--- config.mk ---
export PLATFORM = sky130hd
export DESIGN_NAME = vga_sync_gen_flat
export DESIGN_NICKNAME = d
export VERILOG_FILES = /design/src/rtl/vga_sync_gen_if.sv /design/src/rtl/vga_sync_gen.sv /design/src/flat_wrapper.sv
export SDC_FILE = /design/constraint.sdc
export NUM_CORES = 1
export LEC_CHECK = 0
export ABC_AREA = 1
export CORE_AREA = 8 8 75 77
export CTS_BUF_LIST = sky130_fd_sc_hd__clkbuf_2 sky130_fd_sc_hd__clkbuf_4 sky130_fd_sc_hd__clkbuf_8
export DETAILED_ROUTE_END_ITERATION = 16
export DIE_AREA = 0 0 83 85
export GPL_TIMING_DRIVEN = 0
export PLACE_DENSITY_LB_ADDON = 0.2
export SYNTH_ARGS = -nofsm -noshare
export SYNTH_HDL_FRONTEND = slang
export SYNTH_SLANG_ARGS = --single-unit
--- constraint.sdc ---
create_clock -name clk -period 1.84 [get_ports clk]
set_input_delay 0.368 -clock clk [delete_from_list [all_inputs] [get_ports clk]]
set_output_delay 0.368 -clock clk [all_outputs]
set_load 0.1 [all_outputs]
--- src/rtl/vga_sync_gen_if.sv ---
// vga_sync_gen_if: raster timing bundle produced by vga_sync_gen.
//   x, y        : current pixel column / line
//   hsync_n     : horizontal sync, active-low
//   vsync_n     : vertical sync, active-low
//   video_on    : high while (x,y) lies in the visible area
//   p_tick      : pixel-enable strobe (one system clock per pixel)
//   frame_start : one-clock pulse at pixel (0,0) while p_tick is high
// master = timing generator, slave = consumer (indicator logic, bench).
interface vga_sync_gen_if;
  logic [9:0] x;
  logic [9:0] y;
  logic       hsync_n;
  logic       vsync_n;
  logic       video_on;
  logic       p_tick;
  logic       frame_start;

  modport master (
    output x, y, hsync_n, vsync_n, video_on, p_tick, frame_start
  );

  modport slave (
    input x, y, hsync_n, vsync_n, video_on, p_tick, frame_start
  );
endinterface

--- src/rtl/vga_sync_gen.sv ---
// vga_sync_gen: VGA raster timing generator.
//   clk   : system clock, all state changes on its rising edge
//   rst_n : synchronous active-low reset
//   vga   : vga_sync_gen_if master (x, y, syncs, video_on, p_tick, frame_start)
// A divider produces one pixel-enable every CLK_DIV clocks; the x/y raster
// counters advance on that enable. Sync and blanking flags are registered
// from the next-state x/y so they line up with the x/y presented in the
// same cycle without any decode glitches.
module vga_sync_gen #(
  parameter int CLK_DIV = 4,
  parameter int H_VIS   = 640,
  parameter int H_FP    = 16,
  parameter int H_SYNC  = 96,
  parameter int H_BP    = 48,
  parameter int V_VIS   = 480,
  parameter int V_FP    = 10,
  parameter int V_SYNC  = 2,
  parameter int V_BP    = 33
) (
  input  logic            clk,
  input  logic            rst_n,
  vga_sync_gen_if.master  vga
);

  localparam int H_TOT = H_VIS + H_FP + H_SYNC + H_BP;
  localparam int V_TOT = V_VIS + V_FP + V_SYNC + V_BP;
  // A one-bit divider is kept for CLK_DIV=1; it simply stays at zero.
  localparam int DIV_W = (CLK_DIV > 1) ? $clog2(CLK_DIV) : 1;

  logic [DIV_W-1:0] div_r;
  logic [DIV_W-1:0] div_next_s;
  logic [9:0]       x_r;
  logic [9:0]       y_r;
  logic [9:0]       x_next_s;
  logic [9:0]       y_next_s;
  logic             hsync_n_r;
  logic             vsync_n_r;
  logic             video_on_r;
  logic             tick_s;

  // Horizontal sync window decode.
  function automatic logic in_hsync(input logic [9:0] xv);
    in_hsync = (xv >= 10'(H_VIS + H_FP)) && (xv <= 10'(H_VIS + H_FP + H_SYNC - 1));
  endfunction

  // Vertical sync window decode.
  function automatic logic in_vsync(input logic [9:0] yv);
    in_vsync = (yv >= 10'(V_VIS + V_FP)) && (yv <= 10'(V_VIS + V_FP + V_SYNC - 1));
  endfunction

  // Visible-area decode.
  function automatic logic in_visible(input logic [9:0] xv, input logic [9:0] yv);
    in_visible = (xv < 10'(H_VIS)) && (yv < 10'(V_VIS));
  endfunction

  assign tick_s = (div_r == DIV_W'(CLK_DIV - 1));

  // Next-state divider and raster counters.
  always_comb begin
    div_next_s = div_r;
    x_next_s   = x_r;
    y_next_s   = y_r;
    if (tick_s) begin
      div_next_s = {DIV_W{1'b0}};
      if (x_r == 10'(H_TOT - 1)) begin
        x_next_s = 10'd0;
        if (y_r == 10'(V_TOT - 1)) begin
          y_next_s = 10'd0;
        end else begin
          y_next_s = y_r + 10'd1;
        end
      end else begin
        x_next_s = x_r + 10'd1;
        y_next_s = y_r;
      end
    end else begin
      div_next_s = div_r + DIV_W'(1);
    end
  end

  // State registers; sync/blank flags use next-state x/y for zero latency.
  always_ff @(posedge clk) begin
    if (!rst_n) begin
      div_r      <= {DIV_W{1'b0}};
      x_r        <= 10'd0;
      y_r        <= 10'd0;
      hsync_n_r  <= 1'b1;
      vsync_n_r  <= 1'b1;
      video_on_r <= 1'b0;
    end else begin
      div_r      <= div_next_s;
      x_r        <= x_next_s;
      y_r        <= y_next_s;
      hsync_n_r  <= ~in_hsync(x_next_s);
      vsync_n_r  <= ~in_vsync(y_next_s);
      video_on_r <= in_visible(x_next_s, y_next_s);
    end
  end

  assign vga.x        = x_r;
  assign vga.y        = y_r;
  assign vga.hsync_n  = hsync_n_r;
  assign vga.vsync_n  = vsync_n_r;
  assign vga.video_on = video_on_r;
  // Strobes are gated by rst_n so they stay low for the whole reset period,
  // even with CLK_DIV=1 where the divider already sits at its terminal value.
  assign vga.p_tick      = rst_n & tick_s;
  assign vga.frame_start = rst_n & tick_s & (x_r == 10'd0) & (y_r == 10'd0);

endmodule

--- src/flat_wrapper.sv ---
// flat-port wrapper written by rule: the top's interface ports become plain ports
module vga_sync_gen_flat 
#(
  parameter int CLK_DIV = 4,
  parameter int H_VIS   = 640,
  parameter int H_FP    = 16,
  parameter int H_SYNC  = 96,
  parameter int H_BP    = 48,
  parameter int V_VIS   = 480,
  parameter int V_FP    = 10,
  parameter int V_SYNC  = 2,
  parameter int V_BP    = 33
)
  (clk, rst_n, vga_x, vga_y, vga_hsync_n, vga_vsync_n, vga_video_on, vga_p_tick, vga_frame_start);
  vga_sync_gen_if vga_i ();
  input  logic clk;
  input  logic rst_n;
  output wire logic [$bits(vga_i.x)-1:0] vga_x;
  output wire logic [$bits(vga_i.y)-1:0] vga_y;
  output wire logic [$bits(vga_i.hsync_n)-1:0] vga_hsync_n;
  output wire logic [$bits(vga_i.vsync_n)-1:0] vga_vsync_n;
  output wire logic [$bits(vga_i.video_on)-1:0] vga_video_on;
  output wire logic [$bits(vga_i.p_tick)-1:0] vga_p_tick;
  output wire logic [$bits(vga_i.frame_start)-1:0] vga_frame_start;
  assign vga_x = vga_i.x;
  assign vga_y = vga_i.y;
  assign vga_hsync_n = vga_i.hsync_n;
  assign vga_vsync_n = vga_i.vsync_n;
  assign vga_video_on = vga_i.video_on;
  assign vga_p_tick = vga_i.p_tick;
  assign vga_frame_start = vga_i.frame_start;
  vga_sync_gen #(.CLK_DIV(CLK_DIV), .H_VIS(H_VIS), .H_FP(H_FP), .H_SYNC(H_SYNC), .H_BP(H_BP), .V_VIS(V_VIS), .V_FP(V_FP), .V_SYNC(V_SYNC), .V_BP(V_BP)) u_core (.clk(clk), .rst_n(rst_n), .vga(vga_i));
endmodule
======== Yosys cells after proc, flatten, opt, wreduce, memory -nomap -nowiden ========
Index checks and enable logic that the tools add are counted.
operators by class
  add/sub/neg operators ................... 3
  multiply operators ...................... 0
  div/mod/pow operators ................... 0
  magnitude comparators ................... 6
  equality and inequality tests ........... 3
  shift-type cells ........................ 0
  mux-type cells .......................... 5
  bitwise operators ....................... 6
  reduce and logical (&&, ||, !) cells .... 6
operators with widths
  operator                                                     number
  2-to-1 mux 10 bit                                            5
  adder 10 x 1 -> 10 bit, second input constant                2
  == test 10 bit, second input constant                        2
  zero test 10 bit                                             2
  >= comparator 10 bit, second input constant                  1
  >= comparator 10 x 9 -> 1 bit, second input constant         1
  <= comparator 10 bit, second input constant                  1
  <= comparator 10 x 9 -> 1 bit, second input constant         1
  less-than comparator 10 bit, second input constant           1
  less-than comparator 10 x 9 -> 1 bit, second input constant  1
  bitwise AND 1 bit                                            3
  logical AND 1 bit                                            3
  NOT 1 bit                                                    3
  adder 2 x 1 -> 2 bit, second input constant                  1
  == test 2 bit, second input constant                         1
  OR reduction 2 bit                                           1
word-level totals
  register bits after elaboration ......... 25
  latch bits .............................. 0
  RAM bits ................................ 0
  memory bits (read-only) ................. 0
  input bits .............................. 2
  output and inout bits ................... 25
  memories kept ........................... 0

======== Longest topological paths before layout ========
  word-level depth ........................ 7
  gate-level depth with buffers ........... 12

======== Worst setup path before layout ========
No wires, ideal clock.
  path kind ............................... register -> output
  from .................................... register u_core.x_r[0] (netlist: u_core.vga.x[0])
  to ...................................... output vga_frame_start
  arrival time ............................ 4.216 ns
  path slack .............................. -2.744 ns
  stages on the path, launching flop included .. 7
  path buffers ............................ 0
  path through ............................ dfxtp_1 -> inv_1 -> ha_1 -> nand3_1 -> nor4_1 -> nand3_1 -> nor4_1
between the ends
  longest elaborated chain between the ends .. 3
RTL lines
  what                             RTL line             RTL
  start: declaration               vga_sync_gen.sv:32   logic [9:0] x_r;
  start signal: assignment         vga_sync_gen.sv:92   x_r <= x_next_s;
  zero test 10 bit                 vga_sync_gen.sv:108  assign vga.frame_start = rst_n & tick_s & (x_r == 10'd0) & (y_r == 10'd0);
  bitwise AND 1 bit (2 in series)  vga_sync_gen.sv:108
  end: declaration                 flat_wrapper.sv:24   output wire logic [$bits(vga_i.frame_start)-1:0] vga_frame_start;
Every way passes these cells.

======== Worst setup path after layout ========
  from .................................... register u_core.x_r[1] (netlist: u_core.vga.x[1])
  to ...................................... output vga_frame_start
The elaborated chain is that of the path after synthesis.

==> impl_metrics.ini <==
[outcome]
status = finished, violations left
violations = negative setup slack

[worst_hold_path]
worst_hold_path_type = register to register

[floorplanning]
rows = 25
boundaryPins = 27
core_area_mm2 = 0.004536
dieArea_mm2 = 0.007055
initial_core_util_pct = 32.99
fp.dieH_um = 85
fp.dieW_um = 83

[placed_design]
placed_cell_area_mm2 = 0.001864
pre_cts_slack_ns = -1.023
portBuffers = 25
gp_congestion = 0.8451
hpwl_um = 3189

[power_and_ir_drop]
finalPower_uw = 1020
p_sw_share_pct = 26.73
power_frac_comb_pct = 10.5
p_leak_uw = 0.0008866
peakVddDrop_mv = 0.3197
power_frac_seq_pct = 54.1
power.density_mw_per_mm2 = 498.2
p_sw_uw = 272.8
p_clk_share_pct = 35.4
internal_power_uw = 747.6

[cells_and_area]
nets = 272
nFillCells = 465
fin_area_mm2 = 0.002048
area_delta_synth_final_pct = 36.87
multi_input_area_um2 = 925.9
num_antenna_cells = 0
seq_area_um2 = 536.8
drive_above_1_share_pct = 31.44

[global_routing]
grt_max_degree = 14
grt-busiest-layer = met2
use_met2_pct = 19.17
grt_first_pass_wirelength_um = 7113
grtUsageMet1_pct = 15.23
gr-usage-met3_pct = 2.107
overflow = 0
track_usage_pct = 11.93
grt_pass1_vias = 1503
antenna_found_initial = 0

[synth]
synthesis.area_mm2 = 0.001496
ys.flop_type = dfxtp_1
synth-adder-area-share_pct = 4.181
synth_commonest_cells = 53 x nand2_1, 33 x inv_1, 29 x nand3_1, 29 x nor2_1, 25 x dfxtp_1
synth-xor-area-share_pct = 1.171
syn_inst = 230
async_reset_ff_share_pct = 0
yosys.area_share.simple_pct = 45.23
synth-seq-area-share_pct = 33.44
synthMuxAreaShare_pct = 0
yosysWarnings = 0
synth_compound_area_share_pct = 5.351
syn_nets = 237
syn_area_per_cell_um2 = 6.506
yosysMostFrequentCell = nand2_1
yosysTopAreaCell = dfxtp_1
synth_area_leaders = dfxtp_1 33%, nand2_1 13%, nand3_1 9.7%, inv_1 8.3%, nor2_1 7.3%
yosys_register_bits = 25
synth_top_area_share_pct = 33.44
synth_top_family_by_area = simple AND/OR/NAND/NOR gates
synth_edf_count = 0
ys_types = 25

[timing]
fin_tns_setup_ns = -0.2492
setup_violations = 2
finClkSkew_ns = 0.004282
slew-limit-headroom_pct = 36.67
fmax_mhz = 483.8
whs_ns = 0.4433
hold_viol_final = 0
worst_slack_ns = -0.2268
worstMarginPinSlew_ns = 0.9536
min_period_ns = 2.067
rsz0062_at_grt = yes
slew_viol_final = 0
timing.final.crit_share_pct = 112.3

[detailed_routing]
vias_per_cell = 4.846
vias = 1541
ant_nets = 0
post_drt_wl_per_cell_um = 13.09
drt-initial-drc-count = 84
drcViolationCount = 0
dr.pass1.iters = 4
routed_wl_um = 4164

[setup_path]
path_cells = inv_4, ha_4, nand3_2, nor4_2, nand3_1, nor4_4, buf_6
cp_max_fo = 3
slowest_delay_ns = 0.37
crit_required_ns = 1.47
critical_path_buf_inv_count = 2
cp_top_family = simple AND/OR/NAND/NOR gates
arrival_ns = 1.70
crit_path_end_kind = output port
path_class = register to output port
worst_setup_path_start_kind = register
cpMaxStageDelayCell = dfxtp_4

[clock_network]
h-tree-depth = 1
cts-root-buf = clkbuf_8
numClockSinks = 25
insertion_delay_ns = 0.28
clk_path_buf_depth = 2
cts_tree = built
clkTransAtPathRegs_ns = 0.09
cts_buffers = 3

[run]
cap_violations = 0
==> stage by stage <==
step,utilization [%],std cells
floorplan,-,230
global placement,41.10,309
detailed placement,41.10,309
CTS,44.55,317
global route,45.16,318
finish,45.16,318
==> sequential cells by signal (all words and copies together) (netlist names) <==
signal	count
u_core.vga.hsync_n	1
u_core.vga.video_on	1
u_core.vga.vsync_n	1
u_core.vga.x	10
u_core.div_r	2
u_core.vga.y	10
==> metal layers <==
metal	vias to the layer above	part of all wire, %
li1	807	-
met1	694	48
met2	34	45
met3	6	5.5
met4	0	1.5
met5	-	0
==> worst register-to-register path: cells and delay by family (launching register included) <==
kind                       cells  cell delay, ns
and+or+nand+nor                9            1.03
DFF                            1            0.37
adders and majority gates      1            0.14
buffers and inverters          1            0.13
==> final timing paths <==
| kind | start | to | slack [ns] | cells after the start |
|---|---|---|---|---|
| worst max-delay path | u_core.vga.x[1] | vga_frame_start | -0.23 | 7 |
| worst min-delay path | u_core.div_r[0] | u_core.div_r[0] | 0.44 | 1 |
| worst max register to register | u_core.vga.x[1] | u_core.vga.vsync_n | 0.08 | 11 |
| worst min register to register | u_core.div_r[0] | u_core.div_r[0] | 0.44 | 1 |
==> what timing repair did <==
item                                    CTS  global route
hold buffers                              0             0
gates cloned                              0             0
resized for setup                        87            14
pin swaps                                 5             7
buffers inserted                          4             2
endpoints found under the setup margin   26            16
==> power by group through the flow <==
stage,registers (uW),logic (uW),clock network (uW)
detailed placement,563,89.2,0
floorplan,583,46.5,0
finish,552,107,361
global placement,563,88.4,0
CTS,552,108,369
global route,553,115,392
==> cell families (layout without fill, tap and decap cells) <==
family,Yosys count,count (layout)
adders and majority gates,5,5
and+or+nand+nor,141,141
xor gates and xnor gates,2,2
buffers and inverters,42,76
DFF,25,25
AOI/OAI and AO/OA,15,15
==> cell type report <==
| class | count | area share, % |
|---|---|---|
| plain buffers | 3 | 0.7330 |
| well taps | 54 | 3.299 |
| repair buffers | 30 | 14.78 |
| multi-input cells | 163 | 45.20 |
| clock buffers | 4 | 2.382 |
| flip-flops and latches | 25 | 26.21 |
| inverters | 39 | 7.392 |
==> cells in the final DEF, fill, tap and decap left out, types with 5 or more instances in the layout <==
| cell | netlist | final |
|---|---|---|
| inv_1 | 33 | 31 |
| nor2_1 | 29 | 27 |
| nand4_1 | 9 | 9 |
| nand2_1 | 53 | 52 |
| nor2_2 | 4 | 5 |
| nor3_1 | 5 | 5 |
| clkdlybuf4s15_2 | 0 | 16 |
| inv_2 | 6 | 6 |
| nor2_4 | 4 | 5 |
| dfxtp_2 | 0 | 17 |
| a21oi_1 | 5 | 5 |
| nand3_1 | 29 | 28 |
| buf_4 | 0 | 5 |
| o21ai_0 | 6 | 6 |
(Power assumes the default switching activity.)
